<file path="src/rtl/user_obi_copy_engine.sv">
// user_obi_copy_engine: OBI register-programmed word copy engine.
// Copies LEN 32-bit words from SRC to DST through a single OBI manager port,
// keeping at most one transaction outstanding. Completion raises a level irq.
// Ports:
//   clk_i, rst_ni   clock, asynchronous active-low reset
//   sbr_obi_req_i   register-port request  (gnt is combinational, never stalls)
//   sbr_obi_rsp_o   register-port response (rvalid one cycle after grant)
//   mgr_obi_req_o   copy-traffic request (registered)
//   mgr_obi_rsp_i   copy-traffic response
//   irq_o           DONE & IRQ_EN
package user_obi_copy_engine_pkg;

  localparam int unsigned ObiAddrWidth = 32;
  localparam int unsigned ObiDataWidth = 32;
  localparam int unsigned ObiIdWidth   = 4;

  typedef struct packed {
    int unsigned AddrWidth;
    int unsigned DataWidth;
    int unsigned IdWidth;
  } obi_cfg_t;

  localparam obi_cfg_t DefaultSbrObiCfg = '{AddrWidth: ObiAddrWidth,
                                            DataWidth: ObiDataWidth,
                                            IdWidth:   ObiIdWidth};
  localparam obi_cfg_t DefaultMgrObiCfg = '{AddrWidth: ObiAddrWidth,
                                            DataWidth: ObiDataWidth,
                                            IdWidth:   ObiIdWidth};

  typedef struct packed {
    logic [ObiAddrWidth-1:0]   addr;
    logic                      we;
    logic [ObiDataWidth/8-1:0] be;
    logic [ObiDataWidth-1:0]   wdata;
    logic [ObiIdWidth-1:0]     aid;
  } obi_a_t;

  typedef struct packed {
    logic   req;
    obi_a_t a;
  } obi_req_t;

  typedef struct packed {
    logic [ObiDataWidth-1:0] rdata;
    logic [ObiIdWidth-1:0]   rid;
    logic                    err;
  } obi_r_t;

  typedef struct packed {
    logic   gnt;
    logic   rvalid;
    obi_r_t r;
  } obi_rsp_t;

endpackage

module user_obi_copy_engine
  import user_obi_copy_engine_pkg::*;
#(
  parameter obi_cfg_t    SbrObiCfg     = DefaultSbrObiCfg,
  parameter obi_cfg_t    MgrObiCfg     = DefaultMgrObiCfg,
  parameter type         sbr_obi_req_t = obi_req_t,
  parameter type         sbr_obi_rsp_t = obi_rsp_t,
  parameter type         mgr_obi_req_t = obi_req_t,
  parameter type         mgr_obi_rsp_t = obi_rsp_t,
  parameter int unsigned LenWidth      = 16
) (
  input  logic         clk_i,
  input  logic         rst_ni,
  input  sbr_obi_req_t sbr_obi_req_i,
  output sbr_obi_rsp_t sbr_obi_rsp_o,
  output mgr_obi_req_t mgr_obi_req_o,
  input  mgr_obi_rsp_t mgr_obi_rsp_i,
  output logic         irq_o
);

  localparam int unsigned RegW   = SbrObiCfg.DataWidth;
  localparam int unsigned SbrIdW = SbrObiCfg.IdWidth;
  localparam int unsigned AddrW  = MgrObiCfg.AddrWidth;

  localparam logic [2:0] IDLE    = 3'd0;
  localparam logic [2:0] RD_REQ  = 3'd1;
  localparam logic [2:0] RD_WAIT = 3'd2;
  localparam logic [2:0] WR_REQ  = 3'd3;
  localparam logic [2:0] WR_WAIT = 3'd4;

  localparam logic [2:0] OffSrc    = 3'd0;
  localparam logic [2:0] OffDst    = 3'd1;
  localparam logic [2:0] OffLen    = 3'd2;
  localparam logic [2:0] OffCtrl   = 3'd3;
  localparam logic [2:0] OffStatus = 3'd4;
  localparam logic [2:0] OffCount  = 3'd5;

  logic [2:0]          state_q, state_d;
  logic [AddrW-1:0]    src_q, src_d, dst_q, dst_d;
  logic [LenWidth-1:0] len_q, len_d, count_q, count_d, count_inc;
  logic [RegW-1:0]     buf_q, buf_d;
  logic                irq_en_q, irq_en_d, done_q, done_d, err_q, err_d;
  logic                sbr_rvalid_q, sbr_rvalid_d;
  logic [SbrIdW-1:0]   sbr_rid_q, sbr_rid_d;
  logic [RegW-1:0]     sbr_rdata_q, sbr_rdata_d;
  mgr_obi_req_t        mgr_req_q, mgr_req_d;
  logic                irq_q, irq_d;

  logic                busy, reg_wr, start;
  logic [2:0]          reg_idx;
  logic                unused_inputs;

  assign busy      = (state_q != IDLE);
  assign reg_wr    = sbr_obi_req_i.req & sbr_obi_req_i.a.we;
  assign reg_idx   = sbr_obi_req_i.a.addr[4:2];
  assign count_inc = count_q + LenWidth'(1);

  // Byte enables, unused address bits and the manager rid carry no meaning here.
  assign unused_inputs = ^{sbr_obi_req_i.a.be, sbr_obi_req_i.a.addr[31:5],
                           sbr_obi_req_i.a.addr[1:0], mgr_obi_rsp_i.r.rid};

  // Register port: combinational grant, registered response.
  always_comb begin
    sbr_obi_rsp_o          = '0;
    sbr_obi_rsp_o.gnt      = sbr_obi_req_i.req;
    sbr_obi_rsp_o.rvalid   = sbr_rvalid_q;
    sbr_obi_rsp_o.r.rdata  = sbr_rdata_q;
    sbr_obi_rsp_o.r.rid    = sbr_rid_q;
    sbr_obi_rsp_o.r.err    = 1'b0;
  end

  assign mgr_obi_req_o = mgr_req_q;
  assign irq_o         = irq_q;

  // Next-state: register file, copy FSM and the registered manager request.
  always_comb begin
    state_d      = state_q;
    src_d        = src_q;
    dst_d        = dst_q;
    len_d        = len_q;
    count_d      = count_q;
    buf_d        = buf_q;
    irq_en_d     = irq_en_q;
    done_d       = done_q;
    err_d        = err_q;
    start        = 1'b0;
    sbr_rvalid_d = sbr_obi_req_i.req;
    sbr_rid_d    = sbr_obi_req_i.a.aid;
    sbr_rdata_d  = '0;
    mgr_req_d    = '0;

    // Read data reflects the state in the grant cycle.
    if (sbr_obi_req_i.req && !sbr_obi_req_i.a.we) begin
      unique case (reg_idx)
        OffSrc:    sbr_rdata_d = RegW'(src_q);
        OffDst:    sbr_rdata_d = RegW'(dst_q);
        OffLen:    sbr_rdata_d = RegW'(len_q);
        OffCtrl:   sbr_rdata_d = RegW'({irq_en_q, 1'b0});
        OffStatus: sbr_rdata_d = RegW'({err_q, done_q, busy});
        OffCount:  sbr_rdata_d = RegW'(count_q);
        default:   sbr_rdata_d = '0;
      endcase
    end

    // Transfer parameters are frozen while busy; IRQ_EN and W1C stay open.
    if (reg_wr) begin
      unique case (reg_idx)
        OffSrc: if (!busy) src_d = AddrW'({sbr_obi_req_i.a.wdata[RegW-1:2], 2'b00});
        OffDst: if (!busy) dst_d = AddrW'({sbr_obi_req_i.a.wdata[RegW-1:2], 2'b00});
        OffLen: if (!busy) len_d = sbr_obi_req_i.a.wdata[LenWidth-1:0];
        OffCtrl: begin
          irq_en_d = sbr_obi_req_i.a.wdata[1];
          start    = sbr_obi_req_i.a.wdata[0] & ~busy;
        end
        OffStatus: begin
          done_d = done_q & ~sbr_obi_req_i.a.wdata[1];
          err_d  = err_q & ~sbr_obi_req_i.a.wdata[2];
        end
        default: ;
      endcase
    end

    // FSM updates come after the W1C so a same-cycle set wins.
    unique case (state_q)
      IDLE: begin
        if (start) begin
          count_d = '0;
          err_d   = 1'b0;
          done_d  = (len_q == '0);
          if (len_q != '0) state_d = RD_REQ;
        end
      end
      RD_REQ:  if (mgr_obi_rsp_i.gnt) state_d = RD_WAIT;
      RD_WAIT: begin
        if (mgr_obi_rsp_i.rvalid) begin
          if (mgr_obi_rsp_i.r.err) begin
            err_d   = 1'b1;
            done_d  = 1'b1;
            state_d = IDLE;
          end else begin
            buf_d   = mgr_obi_rsp_i.r.rdata;
            state_d = WR_REQ;
          end
        end
      end
      WR_REQ:  if (mgr_obi_rsp_i.gnt) state_d = WR_WAIT;
      WR_WAIT: begin
        if (mgr_obi_rsp_i.rvalid) begin
          if (mgr_obi_rsp_i.r.err) begin
            err_d   = 1'b1;
            done_d  = 1'b1;
            state_d = IDLE;
          end else begin
            count_d = count_inc;
            if (count_inc == len_q) begin
              done_d  = 1'b1;
              state_d = IDLE;
            end else begin
              state_d = RD_REQ;
            end
          end
        end
      end
      default: state_d = IDLE;
    endcase

    // Request for the next cycle; held stable while waiting for gnt.
    unique case (state_d)
      RD_REQ: begin
        mgr_req_d.req    = 1'b1;
        mgr_req_d.a.addr = src_q + AddrW'({count_d, 2'b00});
        mgr_req_d.a.be   = 4'hF;
      end
      WR_REQ: begin
        mgr_req_d.req     = 1'b1;
        mgr_req_d.a.we    = 1'b1;
        mgr_req_d.a.addr  = dst_q + AddrW'({count_d, 2'b00});
        mgr_req_d.a.wdata = buf_d;
        mgr_req_d.a.be    = 4'hF;
      end
      default: ;
    endcase

    irq_d = done_d & irq_en_d;
  end

  // State registers.
  always_ff @(posedge clk_i or negedge rst_ni) begin
    if (!rst_ni) begin
      state_q      <= IDLE;
      src_q        <= '0;
      dst_q        <= '0;
      len_q        <= '0;
      count_q      <= '0;
      buf_q        <= '0;
      irq_en_q     <= 1'b0;
      done_q       <= 1'b0;
      err_q        <= 1'b0;
      sbr_rvalid_q <= 1'b0;
      sbr_rid_q    <= '0;
      sbr_rdata_q  <= '0;
      mgr_req_q    <= '0;
      irq_q        <= 1'b0;
    end else begin
      state_q      <= state_d;
      src_q        <= src_d;
      dst_q        <= dst_d;
      len_q        <= len_d;
      count_q      <= count_d;
      buf_q        <= buf_d;
      irq_en_q     <= irq_en_d;
      done_q       <= done_d;
      err_q        <= err_d;
      sbr_rvalid_q <= sbr_rvalid_d;
      sbr_rid_q    <= sbr_rid_d;
      sbr_rdata_q  <= sbr_rdata_d;
      mgr_req_q    <= mgr_req_d;
      irq_q        <= irq_d;
    end
  end

endmodule

</file>
<file path="config.mk">
export PLATFORM = sky130hd
export DESIGN_NAME = user_obi_copy_engine
export DESIGN_NICKNAME = d
export VERILOG_FILES = /design/src/rtl/user_obi_copy_engine.sv
export SDC_FILE = /design/constraint.sdc
export NUM_CORES = 1
export LEC_CHECK = 0
export CAP_MARGIN = 5
export CELL_PAD_IN_SITES_DETAIL_PLACEMENT = 1
export CELL_PAD_IN_SITES_GLOBAL_PLACEMENT = 1
export CORE_MARGIN = 5
export CORE_UTILIZATION = 40
export DETAILED_ROUTE_END_ITERATION = 16
export DONT_BUFFER_PORTS = 1
export MAX_ROUTING_LAYER = met4
export PLACE_DENSITY_LB_ADDON = 0.08
export RECOVER_POWER = 25
export SYNTH_ARGS = -nofsm -noshare
export SYNTH_HDL_FRONTEND = slang
export SYNTH_SLANG_ARGS = --single-unit
</file>
<file path="constraint.sdc">
create_clock -name clk_i -period 5.39 [get_ports clk_i]
set_input_delay 0.8085 -clock clk_i [delete_from_list [all_inputs] [get_ports clk_i]]
set_output_delay 0.8085 -clock clk_i [all_outputs]
set_load 0.05 [all_outputs]
</file>
==> flow_summary.html, run 1 <==
<table>
<tr><th>Metric</th><th>Value</th></tr>
<tr><th colspan="2">Outcome</th></tr>
<tr><td>Run status</td><td>finished with violations</td></tr>
<tr><td>Violated checks</td><td>max-capacitance violations, max-slew violations</td></tr>
<tr><th colspan="2">Synthesis</th></tr>
<tr><td>Post-synth design cell area</td><td>10800 um^2</td></tr>
<tr><td>Post-synthesis register bit count</td><td>232</td></tr>
<tr><td>Yosys synthesis warning count</td><td>0</td></tr>
<tr><td>Post-synthesis sequential area ratio</td><td>53.8%</td></tr>
<tr><td>Biggest area consumer among synthesized cells</td><td>sky130_fd_sc_hd__dfrtp_1</td></tr>
<tr><td>Number of flops mapped to enable cells by yosys</td><td>0</td></tr>
<tr><td>Cells after Synth</td><td>965</td></tr>
<tr><td>Largest cells by area after synthesis</td><td>sky130_fd_sc_hd__dfrtp_1, sky130_fd_sc_hd__mux2_2, sky130_fd_sc_hd__nand2_1</td></tr>
<tr><td>Post-synthesis average cell area</td><td>11.2 um^2</td></tr>
<tr><td>Count of unique library cells instantiated by Yosys</td><td>60</td></tr>
<tr><td>Fraction of registers with async set/reset</td><td>100%</td></tr>
<tr><td>Area share of the largest cell type after synthesis</td><td>53.8%</td></tr>
<tr><td>Flip-flop cell with the highest count after synthesis</td><td>sky130_fd_sc_hd__dfrtp_1</td></tr>
<tr><th colspan="2">Clock network</th></tr>
<tr><td>CTS Root Buffer Type</td><td>sky130_fd_sc_hd__clkbuf_16</td></tr>
<tr><td>Buffer levels on the longest clock path</td><td>3</td></tr>
<tr><td>H-tree levels</td><td>1</td></tr>
<tr><td>Number of resized instances in the post-cts repair step</td><td>0</td></tr>
<tr><td>Sinks on the clock net</td><td>232</td></tr>
<tr><td>Post-CTS setup-driven buffer insertion count</td><td>0</td></tr>
<tr><td>Inserted Clock Buffers</td><td>26</td></tr>
<tr><td>Clock insertion delay at the later pin of the skew report</td><td>0.53 ns</td></tr>
<tr><td>Clock tree from TritonCTS</td><td>yes</td></tr>
<tr><td>Clock-pin slew reported for the worst setup and hold paths after clock tree synthesis</td><td>0.06 ns</td></tr>
<tr><th colspan="2">Worst setup path</th></tr>
<tr><td>Worst R2R End</td><td>mgr_obi_req_o[71]</td></tr>
<tr><td>Start-to-end type of the worst setup path</td><td>register to register</td></tr>
<tr><td>Nature of the critical path endpoint</td><td>register</td></tr>
<tr><td>Endpoint required time on the critical path</td><td>5.83 ns</td></tr>
<tr><td>Origin of the critical flop-to-flop path</td><td>len_q[11]</td></tr>
<tr><td>Worst setup slack for register-to-register paths</td><td>0.49 ns</td></tr>
<tr><td>Startpoint type of the worst setup path</td><td>register</td></tr>
<tr><td>Worst path arrival time</td><td>5.34 ns</td></tr>
<tr><td>Register-to-Register Path Depth</td><td>18</td></tr>
<tr><td>Critical path peak fanout</td><td>22</td></tr>
<tr><th colspan="2">Floorplan</th></tr>
<tr><td>Core outline area</td><td>26800 um^2</td></tr>
<tr><td>Die extent in x</td><td>174 um</td></tr>
<tr><td>Number of rows in the core area</td><td>60</td></tr>
<tr><td>Starting Density</td><td>40.3%</td></tr>
<tr><td>Die ar.</td><td>30400 um^2</td></tr>
<tr><td>Number of ports placed on the die boundary</td><td>229</td></tr>
<tr><td>Die Y</td><td>174 um</td></tr>
<tr><th colspan="2">Final layout</th></tr>
<tr><td>Layout Area Growth over Synthesis</td><td>10.6%</td></tr>
<tr><td>Final cell count without fillers</td><td>1317</td></tr>
<tr><td>Ratio of cells with drive above 1 in the final layout</td><td>19.4%</td></tr>
<tr><td>Total number of nets in the final design</td><td>1092</td></tr>
<tr><td>Count of inserted antenna diode cells</td><td>0</td></tr>
<tr><td>Fin area</td><td>11900 um^2</td></tr>
<tr><th colspan="2">STA</th></tr>
<tr><td>Transition at the pin with the smallest max-transition slack</td><td>3.05 ns</td></tr>
<tr><td>Max-slew violation total from the final report</td><td>231</td></tr>
<tr><td>Min Tclk post-route</td><td>4.90 ns</td></tr>
<tr><td>Fin Hold WS</td><td>0.308 ns</td></tr>
<tr><td>Unrepaired setup endpoints after global routing</td><td>false</td></tr>
<tr><td>Final Hold Fails</td><td>0</td></tr>
<tr><td>Max Clock Freq</td><td>0.204 GHz</td></tr>
<tr><td>Number of setup violations in the final report</td><td>0</td></tr>
<tr><td>Worst clock skew</td><td>0.0128 ns</td></tr>
<tr><td>Worst slew margin</td><td>-103%</td></tr>
<tr><td>Sum of negative setup slack</td><td>0 ns</td></tr>
<tr><td>Final clock period utilization by the worst path</td><td>90.8%</td></tr>
<tr><th colspan="2">Detailed routing</th></tr>
<tr><td>Total vias in the final route</td><td>7400</td></tr>
<tr><td>Iteration-0 DRC Markers</td><td>381</td></tr>
<tr><td>Total iterations of the first detailed-routing run</td><td>4</td></tr>
<tr><td>Routed Antenna Nets</td><td>0</td></tr>
<tr><td>Vias per cell</td><td>5.62</td></tr>
<tr><td>Residual DRC count</td><td>0</td></tr>
<tr><td>Wirelength per Cell</td><td>23.4 um</td></tr>
<tr><td>Sum of routed wire length over all layers</td><td>30800 um</td></tr>
<tr><th colspan="2">Min path</th></tr>
<tr><td>Hold-critical path depth</td><td>0</td></tr>
<tr><td>Hold-critical path endpoint</td><td>sbr_rvalid_q</td></tr>
<tr><td>Hold path startpoint</td><td>sbr_obi_req_i[73]</td></tr>
<tr><td>Class of the tightest hold or removal check</td><td>input pin to register</td></tr>
<tr><th colspan="2">Placement</th></tr>
<tr><td>Final Wtd Congestion</td><td>0.801</td></tr>
<tr><td>Post-detailed-placement half-perimeter wirelength</td><td>21100 um</td></tr>
<tr><td>Placed Instance Area</td><td>11100 um^2</td></tr>
<tr><td>Port bufs</td><td>0</td></tr>
<tr><td>Placed Cells incl. Taps</td><td>1269</td></tr>
<tr><th colspan="2">GRT</th></tr>
<tr><td>Wire length of the first global-routing pass</td><td>48800 um</td></tr>
<tr><td>Largest net degree at the start of global routing</td><td>233</td></tr>
<tr><td>Global-route total usage across every layer</td><td>20.7%</td></tr>
<tr><td>Vias in the first global route</td><td>8161</td></tr>
<tr><td>GRT Residual Overflow</td><td>0</td></tr>
<tr><td>Initial antenna violation count</td><td>0</td></tr>
<tr><th colspan="2">Pwr</th></tr>
<tr><td>Pwr Density</td><td>486 nW/um^2</td></tr>
<tr><td>Final Total Pwr</td><td>0.00580 W</td></tr>
<tr><td>VDD IR max</td><td>0.251 mV</td></tr>
<tr><td>Reported leakage power</td><td>5.54 nW</td></tr>
<tr><th colspan="2">Run</th></tr>
<tr><td>Number of max-cap violations</td><td>2</td></tr>
</table>
## critical path, stage by stage (launching register included)
cell                       delay, ns
sky130_fd_sc_hd__dfrtp_1        0.44
sky130_fd_sc_hd__nor4_1         0.44
sky130_fd_sc_hd__nand4_1        0.30
sky130_fd_sc_hd__a21o_4         0.29
sky130_fd_sc_hd__nand2_1        0.08
sky130_fd_sc_hd__buf_4          0.33
sky130_fd_sc_hd__nand2_1        0.09
sky130_fd_sc_hd__nand2_1        0.07
sky130_fd_sc_hd__ha_1           0.16
sky130_fd_sc_hd__inv_1          0.06
sky130_fd_sc_hd__fa_1           0.43
sky130_fd_sc_hd__nor2b_1        0.25
sky130_fd_sc_hd__o31ai_1        0.16
sky130_fd_sc_hd__a311o_1        0.37
sky130_fd_sc_hd__a32oi_1        0.39
sky130_fd_sc_hd__a221o_1        0.47
sky130_fd_sc_hd__nand3b_1       0.16
sky130_fd_sc_hd__o21a_1         0.19
sky130_fd_sc_hd__nor3_1         0.13
## through the flow
stage	setup slack (ns)	utilization, %
after floorplan	0.706	-
after global placement	0.509	41.4
after detailed placement	0.434	41.4
after CTS	0.466	44.5
after global routing	0.238	44.6
final	0.494	44.6
## layer usage
| layer | track usage, % | up-vias | share of wire, % |
|---|---|---|---|
| li1 | - | 3363 | - |
| met1 | 25.8 | 3820 | 43 |
| met4 | 4.42 | 0 | 1.9 |
| met3 | 5.44 | 41 | 6.3 |
| met5 | - | - | 0 |
| met2 | 34.1 | 176 | 49 |
## sequential cells by signal, indices dropped and copies added, names as in the netlist, 3 cells and up
name and count:
mgr_obi_req_o 64, buf_q 32, sbr_rdata_q 32, dst_q 30, src_q 30, count_q 16, len_q 16, sbr_rid_q 4
state_q 3
## report_power, final
group | switching [W] | leakage [nW] | internal, W | total (W)
clock network | 0.000696 | 0.405 | 0.00101 | 0.00171
logic | 0.000707 | 2.10 | 0.000632 | 0.00134
registers | 0.000568 | 3.04 | 0.00219 | 0.00276
total | 0.00197 | 5.54 | 0.00383 | 0.00580
## worst max path at each step
stage,startpoint,cells past startpoint,slack [ns],to
2_1_floorplan,sbr_obi_req_i[43],21,0.71,mgr_obi_req_o[71]
3_3_place_gp,mgr_obi_rsp_i[0],18,0.51,mgr_obi_req_o[61]
5_1_grt,len_q[11],18,0.24,mgr_obi_req_o[61]
4_1_cts,len_q[11],18,0.47,mgr_obi_req_o[61]
6_report,len_q[11],18,0.49,mgr_obi_req_o[71]
3_5_place_dp,mgr_obi_rsp_i[0],18,0.43,mgr_obi_req_o[61]
## Yosys cell counts (all sizes together) (8+ instances only)
cell    count
clkbuf     34
a21o       11
and3       43
nor2       74
mux2i      14
nand3      20
ha         17
nor3       16
xnor2      38
mux2      106
dfrtp     232
o21ai      27
or3         8
a21oi      34
xor2       20
nand4      12
inv        22
nand2      89
nor4       13
buf        26
a22oi      42
## kinds of logic after synthesis
family | Yosys count | share of synthesized area, %
flops | 232 | 53.8
xor+xnor | 58 | 4.71
compound gates | 154 | 9.61
other cells | 1 | 0.0347
simple gates | 300 | 13.8
mux | 120 | 12.4
buf+inv | 82 | 3.52
fa+ha+maj | 18 | 2.16
## layout by cell type (no fill, tap or decap), types with 11 or more instances in the layout
cell,count
sky130_fd_sc_hd__mux2i_1,14
sky130_fd_sc_hd__o21ai_0,27
sky130_fd_sc_hd__a22oi_1,42
sky130_fd_sc_hd__nor3_1,11
sky130_fd_sc_hd__xor2_1,20
sky130_fd_sc_hd__ha_1,17
sky130_fd_sc_hd__nand3_1,20
sky130_fd_sc_hd__nand4_1,12
sky130_fd_sc_hd__clkbuf_16,27
sky130_fd_sc_hd__nand2_1,88
sky130_fd_sc_hd__a21oi_1,33
sky130_fd_sc_hd__nor2_1,73
sky130_fd_sc_hd__inv_1,22
sky130_fd_sc_hd__buf_4,17
sky130_fd_sc_hd__xnor2_1,38
sky130_fd_sc_hd__and3_1,43
sky130_fd_sc_hd__dfrtp_1,231
sky130_fd_sc_hd__mux2_2,105
## final cells by class
| class | count | area [um^2] |
|---|---|---|
| Fill cell | 2874 | 14900 |
| Sequential cell | 232 | 5810 |
| Multi-Input combinational cell | 657 | 4660 |
| Clock buffer | 36 | 749 |
| Tap cell | 341 | 427 |
| Timing Repair Buffer | 20 | 148 |
| Inverter | 22 | 82.6 |
| Clock inverter | 9 | 75.1 |
Note: power is estimated with default switching activity, not from simulation.
==> run 2: changes to the inputs <==
Settings changed: SETUP_SLACK_MARGIN set to 0.02.
==> results of run 2 <==
Same layout as run 1: the final DEF is identical, and so are final timing and power.
==> run 3: changes to the inputs <==
Settings changed: GPL_TIMING_DRIVEN set to 0.
Clock period 5.39 ns to 4.1 ns, I/O delays scaled along.
==> flow_summary.html, run 3 (same netlist as run 1, synthesis figures left out) <==
<table>
<tr><th>Metric</th><th>Value</th></tr>
<tr><th colspan="2">STA</th></tr>
<tr><td>Worst slew margin</td><td>37.2%</td></tr>
<tr><td>Max Clock Freq</td><td>0.250 GHz</td></tr>
<tr><td>Sum of negative setup slack</td><td>0 ns</td></tr>
<tr><td>Final clock period utilization by the worst path</td><td>97.4%</td></tr>
<tr><td>Min Tclk post-route</td><td>3.99 ns</td></tr>
<tr><td>Transition at the pin with the smallest max-transition slack</td><td>0.942 ns</td></tr>
<tr><td>Worst clock skew</td><td>0.00810 ns</td></tr>
<tr><td>Number of setup violations in the final report</td><td>0</td></tr>
<tr><td>Max-slew violation total from the final report</td><td>0</td></tr>
<tr><td>Unrepaired setup endpoints after global routing</td><td>true</td></tr>
<tr><td>Fin Hold WS</td><td>-0.239 ns</td></tr>
<tr><td>Final worst slack</td><td>0.107 ns</td></tr>
<tr><td>Final Hold Fails</td><td>232</td></tr>
<tr><th colspan="2">Final layout</th></tr>
<tr><td>Multi-input gate area in the final layout</td><td>4960 um^2</td></tr>
<tr><td>Filler cells</td><td>2872</td></tr>
<tr><td>Final cell count without fillers</td><td>1406</td></tr>
<tr><td>Sequential Area</td><td>5820 um^2</td></tr>
<tr><td>Layout Area Growth over Synthesis</td><td>19.6%</td></tr>
<tr><td>Commonest cells after routing, fill and taps aside</td><td>sky130_fd_sc_hd__dfrtp_1, sky130_fd_sc_hd__mux2_2, sky130_fd_sc_hd__nand2_1</td></tr>
<tr><td>Ratio of cells with drive above 1 in the final layout</td><td>28.0%</td></tr>
<tr><td>Total number of nets in the final design</td><td>1178</td></tr>
<tr><td>Number of flip-flops under the largest register name</td><td>64</td></tr>
<tr><td>Most frequent standard cell in the layout excluding fill and tap cells</td><td>sky130_fd_sc_hd__dfrtp_1</td></tr>
<tr><th colspan="2">Pwr</th></tr>
<tr><td>Final Total Pwr</td><td>0.00804 W</td></tr>
<tr><td>VDD IR max</td><td>0.318 mV</td></tr>
<tr><td>Reported leakage power</td><td>5.92 nW</td></tr>
<tr><td>Net load switching power</td><td>0.00273 W</td></tr>
<tr><td>Part of the power in combinational logic</td><td>24.6%</td></tr>
<tr><td>Share of total power consumed by net switching</td><td>34.0%</td></tr>
<tr><td>Share of total power in the clock network</td><td>29.9%</td></tr>
<tr><td>Internal Power</td><td>0.00531 W</td></tr>
<tr><td>Sequential power share</td><td>45.5%</td></tr>
<tr><td>Pwr Density</td><td>623 nW/um^2</td></tr>
<tr><th colspan="2">Worst setup path</th></tr>
<tr><td>Kind of cell adding the most delay to the critical path</td><td>compound AO/OA/AOI/OAI gates</td></tr>
<tr><td>Worst setup slack for register-to-register paths</td><td>0.11 ns</td></tr>
<tr><td>Master of the slowest instance on the critical path</td><td>sky130_fd_sc_hd__dfrtp_2</td></tr>
<tr><td>Critical-path cell list</td><td>nor4_2, nand4_1, a21o_4, nand2_8, buf_12, nand2_4, nand2_4, ha_4, inv_2, fa_2, nor2b_4, o31ai_4, a311o_1, a32oi_2, a221o_2, buf_6, nand4b_1, xnor2_1, nor2_1</td></tr>
<tr><td>Origin of the critical flop-to-flop path</td><td>len_q[11]</td></tr>
<tr><td>Count of cell instances traversed by the critical path</td><td>19</td></tr>
<tr><td>Buffers &amp; Inverters on Critical Path</td><td>3</td></tr>
<tr><td>Slowest cell delay on critical path</td><td>0.44 ns</td></tr>
<tr><td>Worst path arrival time</td><td>4.41 ns</td></tr>
<tr><td>Start-to-end type of the worst setup path</td><td>register to register</td></tr>
<tr><td>Worst R2R End</td><td>mgr_obi_req_o[67]</td></tr>
<tr><td>Endpoint required time on the critical path</td><td>4.52 ns</td></tr>
<tr><td>Nature of the critical path endpoint</td><td>register</td></tr>
<tr><td>Critical path peak fanout</td><td>8</td></tr>
<tr><td>Capture point of the critical path</td><td>mgr_obi_req_o[67]</td></tr>
<tr><td>Library cell appearing most often on the critical path</td><td>sky130_fd_sc_hd__nand2_4</td></tr>
<tr><td>Startpoint type of the worst setup path</td><td>register</td></tr>
<tr><td>Launching instance or port of the critical path</td><td>len_q[11]</td></tr>
<tr><td>Register-to-Register Path Depth</td><td>19</td></tr>
<tr><th colspan="2">GRT</th></tr>
<tr><td>GRT Residual Overflow</td><td>0</td></tr>
<tr><td>Vias in the first global route</td><td>8349</td></tr>
<tr><td>Wire length of the first global-routing pass</td><td>50000 um</td></tr>
<tr><td>Initial antenna violation count</td><td>1</td></tr>
<tr><td>Largest net degree at the start of global routing</td><td>233</td></tr>
<tr><td>Global-route total usage across every layer</td><td>21.5%</td></tr>
<tr><th colspan="2">Clock network</th></tr>
<tr><td>Clock-pin slew reported for the worst setup and hold paths after clock tree synthesis</td><td>0.06 ns</td></tr>
<tr><td>Clock tree from TritonCTS</td><td>yes</td></tr>
<tr><td>CTS Root Buffer Type</td><td>sky130_fd_sc_hd__clkbuf_16</td></tr>
<tr><td>Inserted Clock Buffers</td><td>27</td></tr>
<tr><td>Sinks on the clock net</td><td>232</td></tr>
<tr><td>Buffer levels on the longest clock path</td><td>3</td></tr>
<tr><td>Clock insertion delay at the later pin of the skew report</td><td>0.55 ns</td></tr>
<tr><td>H-tree levels</td><td>1</td></tr>
<tr><th colspan="2">Placement</th></tr>
<tr><td>Final Wtd Congestion</td><td>0.834</td></tr>
<tr><td>Port bufs</td><td>0</td></tr>
<tr><td>Setup slack at placement</td><td>-1.21 ns</td></tr>
<tr><td>Post-detailed-placement half-perimeter wirelength</td><td>22200 um</td></tr>
<tr><td>Placed Cells incl. Taps</td><td>1312</td></tr>
<tr><th colspan="2">Detailed routing</th></tr>
<tr><td>Residual DRC count</td><td>0</td></tr>
<tr><td>Iteration-0 DRC Markers</td><td>322</td></tr>
<tr><td>Routed Antenna Nets</td><td>0</td></tr>
<tr><td>Wirelength per Cell</td><td>22.9 um</td></tr>
<tr><td>Vias per cell</td><td>5.52</td></tr>
<tr><td>Sum of routed wire length over all layers</td><td>32300 um</td></tr>
<tr><td>Total vias in the final route</td><td>7764</td></tr>
<tr><td>Total iterations of the first detailed-routing run</td><td>5</td></tr>
<tr><th colspan="2">Floorplan</th></tr>
<tr><td>Starting Density</td><td>40.3%</td></tr>
<tr><td>Die ar.</td><td>30400 um^2</td></tr>
<tr><td>Die Y</td><td>174 um</td></tr>
<tr><td>Core outline area</td><td>26800 um^2</td></tr>
<tr><td>Die extent in x</td><td>174 um</td></tr>
<tr><td>Number of rows in the core area</td><td>60</td></tr>
<tr><td>Number of ports placed on the die boundary</td><td>229</td></tr>
<tr><th colspan="2">Outcome</th></tr>
<tr><td>Run status</td><td>finished with violations</td></tr>
<tr><td>Violated checks</td><td>negative hold slack</td></tr>
<tr><th colspan="2">Min path</th></tr>
<tr><td>Class of the tightest hold or removal check</td><td>input pin to asynchronous set/reset pin</td></tr>
<tr><th colspan="2">Run</th></tr>
<tr><td>Number of max-cap violations</td><td>0</td></tr>
</table>
run 3: worst reg2reg max path: cells and delay by family (launching register included):
kind                     cells  cell delay (ns)
AND/OR/NAND/NOR              8             1.15
buffers and inverters        3             0.34
AO/OA/AOI/OAI                5             1.22
adder cells (fa/ha/maj)      2             0.52
flip-flops                   1             0.44
XOR/XNOR                     1             0.18
run 3: layer usage:
layer,part of all wire (%),vias up,track usage [%]
li1,-,3550,-
met1,42,3984,27.1
met2,49,184,35.5
met3,5.9,46,5.00
met4,2.4,0,4.92
met5,0,-,-
run 3: power groups by stage:
| stage | clock (W) | combinational, W | sequential (W) |
|---|---|---|---|
| 4_1_cts | 0.00248 | 0.00188 | 0.00364 |
| 5_1_grt | 0.00258 | 0.00219 | 0.00374 |
| 2_1_floorplan | 0 | 0.00140 | 0.00347 |
| 6_report | 0.00240 | 0.00198 | 0.00366 |
| 3_3_place_gp | 0 | 0.00171 | 0.00365 |
| 3_5_place_dp | 0 | 0.00175 | 0.00367 |
run 3: worst min-delay path by stage:
stage                      start            to
after floorplan           rst_ni      buf_q[0]
after global placement    rst_ni  sbr_rid_q[0]
after detailed placement  rst_ni  sbr_rid_q[0]
after CTS                 rst_ni  sbr_rid_q[0]
after global routing      rst_ni  sbr_rid_q[0]
final                     rst_ni  sbr_rid_q[0]
run 3: layout make-up:
cell class / instances / area share, %
flip-flops and latches: 232 / 45.0
multi-input cells: 658 / 38.4
clock buffers: 36 / 5.88
well taps: 341 / 3.30
repair buffers: 48 / 2.91
plain buffers: 56 / 2.70
clock inverters: 12 / 1.04
inverters: 22 / 0.727
diodes: 1 / 0.0194
run 3: repair_timing:
item | 4_1_cts | 5_1_grt
setup endpoints to repair | 24 | 16
cloned | 1 | 0
setup buffers | 30 | 18
endpoints found under the hold margin | 232 | 232
pin swaps | 20 | 24
resized for setup | 54 | 43
run 3: through the flow:
stage | utilization (%) | area [um^2]
6_report | 48.2 | 12900
5_1_grt | 48.2 | 12900
4_1_cts | 47.2 | 12600
3_5_place_dp | 42.2 | 11300
3_3_place_gp | 42.2 | 11300
2_1_floorplan | - | 10900
